<file path="config.mk">
export PLATFORM = sky130hd
export DESIGN_NAME = cpc_mem_responder
export DESIGN_NICKNAME = d
export VERILOG_FILES = /design/src/rtl/cpc_mem_responder.sv
export SDC_FILE = /design/constraint.sdc
export NUM_CORES = 1
export LEC_CHECK = 0
export CELL_PAD_IN_SITES_DETAIL_PLACEMENT = 0
export CELL_PAD_IN_SITES_GLOBAL_PLACEMENT = 1
export CORE_MARGIN = 5
export CORE_UTILIZATION = 34
export CTS_CLUSTER_SIZE = 30
export DETAILED_ROUTE_END_ITERATION = 6
export PLACE_DENSITY = 0.73
export SYNTH_ARGS = -nofsm -noshare
export SYNTH_HDL_FRONTEND = slang
export SYNTH_SLANG_ARGS = --single-unit
export TNS_END_PERCENT = 50
</file>
<file path="constraint.sdc">
create_clock -name clk_i -period 1.4 [get_ports clk_i]
set_input_delay 0.28 -clock clk_i [delete_from_list [all_inputs] [get_ports clk_i]]
set_output_delay 0.28 -clock clk_i [all_outputs]
set_load 0.005 [all_outputs]
</file>
<file path="src/rtl/cpc_mem_responder.sv">
// CPC memory responder: folds CPU byte accesses and video word fetches onto one
// single-outstanding req/ack word-wide backing-store port, CPU first, ROM writes dropped.
module cpc_mem_responder #(
    parameter int unsigned          ADDR_W   = 23,
    parameter logic [ADDR_W-1:0]    ROM_BASE = 23'h400000
) (
    input  logic              clk_i,
    input  logic              reset_ni,
    input  logic              cpu_rd_i,
    input  logic              cpu_wr_i,
    input  logic [ADDR_W-1:0] cpu_addr_i,
    input  logic [7:0]        cpu_wdata_i,
    output logic [7:0]        cpu_rdata_o,
    input  logic              vid_req_i,
    input  logic [14:0]       vid_addr_i,
    output logic [15:0]       vid_rdata_o,
    output logic              vid_overrun_o,
    output logic              sd_req_o,
    output logic              sd_we_o,
    output logic [ADDR_W-2:0] sd_addr_o,
    output logic [1:0]        sd_be_o,
    output logic [15:0]       sd_wdata_o,
    input  logic              sd_ack_i,
    input  logic [15:0]       sd_rdata_i
);

    localparam int unsigned SdW = ADDR_W - 1;

    typedef enum logic [1:0] {StIdle, StCpuAcc, StVidAcc} state_e;

    state_e            state_q;
    logic              cpu_act_q;
    logic              cpu_pend_q;
    logic              cpu_we_q;
    logic [ADDR_W-1:0] cpu_addr_q;
    logic [7:0]        cpu_wdata_q;
    logic              cpu_lo_q;
    logic              vid_pend_q;
    logic [14:0]       vid_addr_q;
    logic              vid_overrun_q;
    logic [7:0]        cpu_rdata_q;
    logic [15:0]       vid_rdata_q;
    logic              sd_req_q;
    logic              sd_we_q;
    logic [SdW-1:0]    sd_addr_q;
    logic [1:0]        sd_be_q;
    logic [15:0]       sd_wdata_q;

    logic cpu_act;
    logic cpu_edge;
    logic rom_wr;

    assign cpu_act  = cpu_rd_i | cpu_wr_i;
    assign cpu_edge = cpu_act & ~cpu_act_q;
    assign rom_wr   = cpu_we_q && (cpu_addr_q >= ROM_BASE);

    // The slot is emptied when its access is issued, so an edge arriving while the
    // backend is busy waits in the slot instead of being cleared by the ack.
    always_ff @(posedge clk_i or negedge reset_ni) begin
        if (!reset_ni) begin
            state_q       <= StIdle;
            cpu_act_q     <= 1'b0;
            cpu_pend_q    <= 1'b0;
            cpu_we_q      <= 1'b0;
            cpu_addr_q    <= '0;
            cpu_wdata_q   <= '0;
            cpu_lo_q      <= 1'b0;
            vid_pend_q    <= 1'b0;
            vid_addr_q    <= '0;
            vid_overrun_q <= 1'b0;
            cpu_rdata_q   <= 8'hFF;
            vid_rdata_q   <= '0;
            sd_req_q      <= 1'b0;
            sd_we_q       <= 1'b0;
            sd_addr_q     <= '0;
            sd_be_q       <= '0;
            sd_wdata_q    <= '0;
        end else begin
            cpu_act_q <= cpu_act;
            case (state_q)
                StIdle: begin
                    if (cpu_pend_q) begin
                        cpu_pend_q <= 1'b0;
                        if (!rom_wr) begin
                            state_q    <= StCpuAcc;
                            sd_req_q   <= 1'b1;
                            sd_we_q    <= cpu_we_q;
                            sd_addr_q  <= cpu_addr_q[ADDR_W-1:1];
                            sd_be_q    <= cpu_addr_q[0] ? 2'b10 : 2'b01;
                            sd_wdata_q <= {2{cpu_wdata_q}};
                            cpu_lo_q   <= cpu_addr_q[0];
                        end
                    end else if (vid_pend_q) begin
                        vid_pend_q <= 1'b0;
                        state_q    <= StVidAcc;
                        sd_req_q   <= 1'b1;
                        sd_we_q    <= 1'b0;
                        sd_addr_q  <= SdW'(vid_addr_q);
                        sd_be_q    <= 2'b11;
                    end
                end
                StCpuAcc: begin
                    if (sd_ack_i) begin
                        sd_req_q <= 1'b0;
                        state_q  <= StIdle;
                        if (!sd_we_q) begin
                            cpu_rdata_q <= cpu_lo_q ? sd_rdata_i[15:8] : sd_rdata_i[7:0];
                        end
                    end
                end
                StVidAcc: begin
                    if (sd_ack_i) begin
                        sd_req_q    <= 1'b0;
                        state_q     <= StIdle;
                        vid_rdata_q <= sd_rdata_i;
                    end
                end
                default: state_q <= StIdle;
            endcase

            // Captures come last so a new arrival wins over the issue-time clear.
            if (cpu_edge) begin
                cpu_pend_q  <= 1'b1;
                cpu_addr_q  <= cpu_addr_i;
                cpu_wdata_q <= cpu_wdata_i;
                cpu_we_q    <= cpu_wr_i;
            end
            if (vid_req_i) begin
                if (vid_pend_q) begin
                    vid_overrun_q <= 1'b1;
                end
                vid_pend_q <= 1'b1;
                vid_addr_q <= vid_addr_i;
            end
        end
    end

    assign cpu_rdata_o   = cpu_rdata_q;
    assign vid_rdata_o   = vid_rdata_q;
    assign vid_overrun_o = vid_overrun_q;
    assign sd_req_o      = sd_req_q;
    assign sd_we_o       = sd_we_q;
    assign sd_addr_o     = sd_addr_q;
    assign sd_be_o       = sd_be_q;
    assign sd_wdata_o    = sd_wdata_q;

endmodule
</file>
==> key figures, run 1 <==
Logic synthesis
  – Synth Flop Type: dfrtp_1
  – Synthesized flop and latch total: 112
  – Number of synthesized flops with an enable pin: 0
  – Mean post-synth cell area: 15.11 sq um
  – Synth Cell Area: 4594 sq um
  – Post-synth top area share: 56.64%
  – Synth top cells by count: 104 x dfrtp_1, 94 x mux2_2, 12 x nand2_1, 11 x buf_4, 10 x o21ai_0
  – Warnings, synthesis: 0
  – Synthesized net count: 375
  – Ys async rst share: 100.0%
  – Post-synthesis cell type count: 32
  – Leading post-synthesis cells by cell area: dfrtp_1 57%, mux2_2 23%, dfstp_2 4.6%
  – Post-Synthesis Cells: 304
  – Count leader, synth: dfrtp_1
  – Largest area contributor in the netlist: dfrtp_1
  – Register area share after synthesis: 61.22%

Power
  – Clk network pwr share: 19.2%
  – Reg power frac: 39.9%
  – Switching part of the total: 29.17%
  – Leakage power: 3.081 nW
  – Maximum vdd drop: 693.8 uV
  – Combinational Power Share: 40.8%
  – Int Power: 8.953 mW
  – Pwr dens: 1862 nW/um^2
  – Net Switching: 3.687 mW

Timing
  – Slew Limit Fails: 0
  – Worst hold margin: 479.9 ps
  – Fin. Hold Viols: 0
  – Worst slew pin tran: 504.4 ps
  – Max Clock Freq: 684.3 MHz
  – RSZ-0062 raised after global routing: yes
  – Tcrit/Tclk final: 104.4%
  – Worst setup margin: -61.45 ps
  – # setup viols final: 23
  – Post-route minimum period: 1461 ps
  – Slew headroom: 66.38%
  – Clock Skews: 6.195 ps

Worst setup path
  – Critical path, cell by cell: inv_2 > ha_4 > and3b_2 > buf_12 > mux2_2
  – Worst setup SP type: register
  – Crit path max-delay family: flip-flops
  – R2r endpoint: sd_addr_o[6]
  – Worst path depth: 5
  – Crit path kind: register to register
  – Critical path required time: 1630 ps
  – R2r setup slk: -60 ps
  – CP arrival: 1690 ps
  – R2r startpoint: state_q[0]
  – CP endpoint: sd_addr_o[6]
  – Reg2Reg Depth: 5
  – CP peak stage delay: 390 ps
  – Worst path bufs/invs: 2
  – CP Max Fanout: 12
  – Slowest CP cell: dfrtp_1
  – Worst setup path startpoint: state_q[0]
  – Worst setup EP type: register

Detailed routing
  – Top Metal Used: met4
  – Met1 Wirelength: 4950 um
  – # DRC: 0
  – Via density: 4.631
  – Total wire length: 10620 um
  – Routed len/inst: 16.38 um
  – Total via count in the routed design: 3001
  – Metal3 WL: 646 um
  – Post-DRT Antenna Nets: 0
  – Drt first pass iters: 4
  – Met2 Routed Length: 4892 um
  – DRT iter0 DRCs: 81

Finish
  – Final Instance Count excl. Fillers: 648
  – Util after Layout: 51.26%
  – Design area: 6788 sq um
  – Antenna diodes: 0
  – Net count, final: 538
  – Area Overhead vs Synth: 47.74%
  – Share of cells above drive strength 1: 38.98%

Placement
  – Post-DP Area: 6316 sq um
  – Detail Placement HPWL: 7559 um
  – Placed Instances: 618
  – PortBufs: 134
  – Final GP Congestion: 0.7263

Die
  – Die Area: 15940 sq um
  – Die Y: 126.2 um
  – # rows: 42
  – Io pins: 135
  – Core ar.: 13240 sq um
  – Die width: 126.2 um
  – Starting Density: 34.69%

Min path
  – Hold Crit Class: input pin to asynchronous set/reset pin

Clock tree
  – CTS Root Cell: clkbuf_16
  – CTS tree: yes
  – Clock Sinks: 112
  – CTS Buf Count: 9
  – H-tree depth: 3
  – Reg clk slew, reported paths: 70 ps
  – Clock Path Buffers: 2
  – Clock latency on the worst-skew pair: 350 ps

Run status
  – Status: finished, violations left
  – Violated checks: setup timing

Global routing
  – Vias in the first global route: 3308
  – Pin count of the biggest net entering global routing: 73
  – Number of antenna violations at the first check in global routing: 0
  – Gr ovfl total: 0
  – First-pass GRT wire length: 17170 um
  – Gr usage total: 13.44%

Run
  – MaxCap Viol Count: 0
-- registers in the layout (all words and copies together) (netlist names), 2 cells and up --
register / cells
sd_be_o: 2
cpu_wdata_q: 8
cpu_addr_q: 23
cpu_rdata_o: 8
state_q: 2
vid_addr_q: 15
sd_addr_o: 22
vid_rdata_o: 16
sd_wdata_o: 8
-- worst register-to-register path: stages (launching register included) --
cell and delay (ps):
dfrtp_1 390, inv_2 80, ha_4 140, and3b_2 230, buf_12 160, mux2_2 350
-- through the flow --
| step | power [mW] | worst slack [ps] | setup TNS [ps] |
|---|---|---|---|
| 4_1_cts | 12.54 | -71.95 | -830.1 |
| 2_1_floorplan | 7.531 | -69.81 | -626.8 |
| 3_5_place_dp | 10.31 | -406.0 | -19270 |
| 3_3_place_gp | 10.21 | -375.4 | -16910 |
| 6_report | 12.64 | -61.45 | -499.3 |
| 5_1_grt | 13.43 | -129.5 | -2951 |
-- per-layer routing --
metal / global-route usage (%) / vias to the layer above
li1: - / 1401
met1: 17.93 / 1497
met2: 21.03 / 92
met3: 4.191 / 11
met4: 4.164 / 0
met5: 0 / -
-- power by group through the flow --
stage | logic [mW] | registers (mW) | clock network (mW)
after floorplan | 2.52 | 5.01 | 0
after global placement | 5.11 | 5.10 | 0
after detailed placement | 5.20 | 5.12 | 0
after CTS | 4.99 | 5.05 | 2.51
after global routing | 5.61 | 5.21 | 2.62
final | 5.16 | 5.05 | 2.43
-- logic make-up after synthesis --
family | after synthesis | synth area share (%)
DFF | 112 | 61.22
muxes | 110 | 27.40
AOI/OAI and AO/OA | 28 | 4.276
buffers and inverters | 26 | 3.404
and+or+nand+nor | 25 | 2.887
adders and majority gates | 3 | 0.8171
-- timing repair --
| item | 4_1_cts | 5_1_grt |
|---|---|---|
| resized for setup | 99 | 22 |
| cloned | 0 | 1 |
| hold endpoints to repair | 104 | 0 |
| hold buffers | 1 | 0 |
| buffers inserted | 12 | 0 |
| setup endpoints to repair | 141 | 54 |
-- placed cells by master, fill, tap and decap left out, drive strengths merged, types with 3 or more instances in the layout --
cell type,instances
clkdlybuf4s50,66
a22o,8
mux2,102
ha,3
dfstp,8
mux2i,8
clkbuf,13
nand2,12
dlygate4sd2,55
buf,40
o21ai,10
clkinv,4
clkdlybuf4s15,9
inv,5
dfrtp,104
-- area by class of cell --
class	count	area, sq um
fillers	1196	6455
flip-flops and latches	112	2814
multi-input cells	166	1759
repair buffers	175	1702
clock buffers	9	225.2
well taps	176	220.2
clock inverters	7	56.30
inverters	3	11.26
-- worst min-delay path by stage --
stage	end	slack (ps)
finish	vid_rdata_o[15]	480
global placement	vid_rdata_o[13]	280
global route	vid_rdata_o[13]	510
floorplan	cpu_act_q	-20
detailed placement	vid_rdata_o[15]	280
CTS	vid_rdata_o[5]	480
Note: power is estimated with default switching activity, not from simulation.
==> run 2: changes to the inputs <==
--- a/config.mk
+++ b/config.mk
@@ -12,5 +12,6 @@
 export CTS_CLUSTER_SIZE = 30
 export DETAILED_ROUTE_END_ITERATION = 6
-export PLACE_DENSITY = 0.73
+export PLACE_DENSITY = 0.72
+export SKIP_CTS_REPAIR_TIMING = 1
 export SYNTH_ARGS = -nofsm -noshare
 export SYNTH_HDL_FRONTEND = slang
==> constraint.sdc (replaced) <==
create_clock -name clk_i -period 1.4 [get_ports clk_i]
set_input_delay 0.28 -clock clk_i [delete_from_list [all_inputs] [get_ports clk_i]]
set_output_delay 0.28 -clock clk_i [all_outputs]
set_load 0.1 [all_outputs]
==> run 2 against run 1 <==
- the flow still finishes with violations (setup timing)
- global-route usage grew 0.41 points
- clock-buffer cell count is 1 higher
- cell count down 0.77%
- design area rose by 12%
- critical path depth stayed put
- fmax fell by 1.3%
- critical path type unchanged
- critical endpoint is now sd_addr_o[13]
- largest cell class unchanged
==> key figures, run 2 (synthesis gave the netlist of run 1 again) <==
Run status
  – Status: finished, violations left
  – Violated checks: setup timing

Global routing
  – Gr ovfl total: 0
  – First-pass GRT wire length: 17640 um
  – Pin count of the biggest net entering global routing: 67
  – Vias in the first global route: 3338
  – Gr usage total: 13.84%
  – Number of antenna violations at the first check in global routing: 0

Run
  – MaxCap Viol Count: 0

Detailed routing
  – Total wire length: 11210 um
  – Post-DRT Antenna Nets: 0
  – Total via count in the routed design: 2984
  – Routed len/inst: 17.43 um
  – Via density: 4.641
  – # DRC: 0
  – Drt first pass iters: 4
  – DRT iter0 DRCs: 84

Die
  – Core ar.: 13240 sq um
  – Die width: 126.2 um
  – Die Area: 15940 sq um
  – # rows: 42
  – Starting Density: 34.69%
  – Io pins: 135
  – Die Y: 126.2 um

Placement
  – Detail Placement HPWL: 8100 um
  – Post-DP Area: 6990 sq um
  – PortBufs: 134
  – Final GP Congestion: 0.7312

Finish
  – Design area: 7579 sq um
  – Biggest register: cpu_addr_q
  – Commonest non-fill, non-tap cell in the layout: dfrtp_1
  – Most frequent cells in the layout: 94 x dfrtp_1, 75 x buf_12, 69 x mux2_2, 66 x clkdlybuf4s50_1, 33 x mux2_4
  – Area Overhead vs Synth: 64.95%
  – Net count, final: 533
  – Antenna diodes: 0
  – Max FFs per register: 23
  – Share of cells above drive strength 1: 53.75%
  – Fill cells: 1086

Worst setup path
  – Crit path max-delay family: flip-flops
  – CP Max Fanout: 6
  – Worst setup EP type: register
  – Crit path kind: register to register
  – Worst setup SP type: register
  – Critical path required time: 1630 ps
  – Slowest CP cell: dfrtp_1
  – CP arrival: 1710 ps
  – Critical path, cell by cell: inv_2 > ha_4 > and3b_2 > clkbuf_16 > mux2_4
  – Worst path depth: 5
  – Reg2Reg Depth: 5
  – Worst path bufs/invs: 2
  – CP peak stage delay: 390 ps

Timing
  – Fin. Hold Viols: 0
  – Clock Skews: 7.000 ps
  – Worst slew pin tran: 523.6 ps
  – Slew Limit Fails: 0
  – Max Clock Freq: 675.3 MHz
  – Post-route minimum period: 1481 ps
  – # setup viols final: 16
  – Slew headroom: 65.09%
  – Worst setup margin: -80.82 ps
  – Worst hold margin: 499.2 ps
  – Tcrit/Tclk final: 105.8%
  – RSZ-0062 raised after global routing: yes

Clock tree
  – Clock Path Buffers: 2
  – CTS tree: yes
  – Clock Sinks: 112
  – Clock latency on the worst-skew pair: 340 ps
  – H-tree depth: 3
  – Reg clk slew, reported paths: 70 ps
  – CTS Buf Count: 9
  – CTS Root Cell: clkbuf_16

Min path
  – Hold Crit Class: input pin to asynchronous set/reset pin
==> run 2: final cells by class <==
cell class | count | area, sq um | share of cell area, %
Sequential cell | 112 | 2828 | 37.31
Tap cell | 176 | 220.2 | 2.906
Clock buffer | 10 | 229.0 | 3.021
Clock inverter | 6 | 58.81 | 0.7760
Multi-Input combinational cell | 166 | 1792 | 23.64
Inverter | 3 | 11.26 | 0.1486
Timing Repair Buffer | 170 | 2440 | 32.19
==> run 2: stage by stage <==
step                TNS (ps)  cells  worst slack (ps)  utilization [%]
finish                -894.5    643            -80.82            57.23
global route           -2240    643            -148.4            57.23
CTS                    -4665    633            -150.7            54.96
detailed placement    -18110    617            -406.6            52.79
global placement      -17600    617            -387.6            52.79
floorplan             -972.3    304            -109.0                -
==> run 2: worst register-to-register path: stages, from the launching register on <==
cell       delay (ps)
dfrtp_1           390
inv_2              90
ha_4              140
and3b_2           270
clkbuf_16         190
mux2_4            300
==> run 2: worst paths after layout <==
path	slack, ps	endpoint	startpoint
min	500	vid_rdata_o[13]	reset_ni
min in group clk_i	500	cpu_rdata_o[1]	cpu_rdata_o[1]
max in group asynchronous	550	cpu_pend_q	reset_ni
max reg2reg	-80	sd_addr_o[13]	state_q[1]
max	-80	sd_addr_o[13]	state_q[1]
min reg2reg	500	cpu_rdata_o[1]	cpu_rdata_o[1]
==> run 2: routing by layer <==
layer  vias to the layer above  track usage (%)  share of wire [%]
li1                       1384                -                  -
met1                      1494            17.61                 44
met2                        93            22.41                 48
met3                        13            4.615                6.8
met4                         0            4.353                1.7
met5                         -                0                  0
Power of run 2 is not shown: default switching activity piles up to over one toggle a cycle in this logic, so the estimate is an artifact.
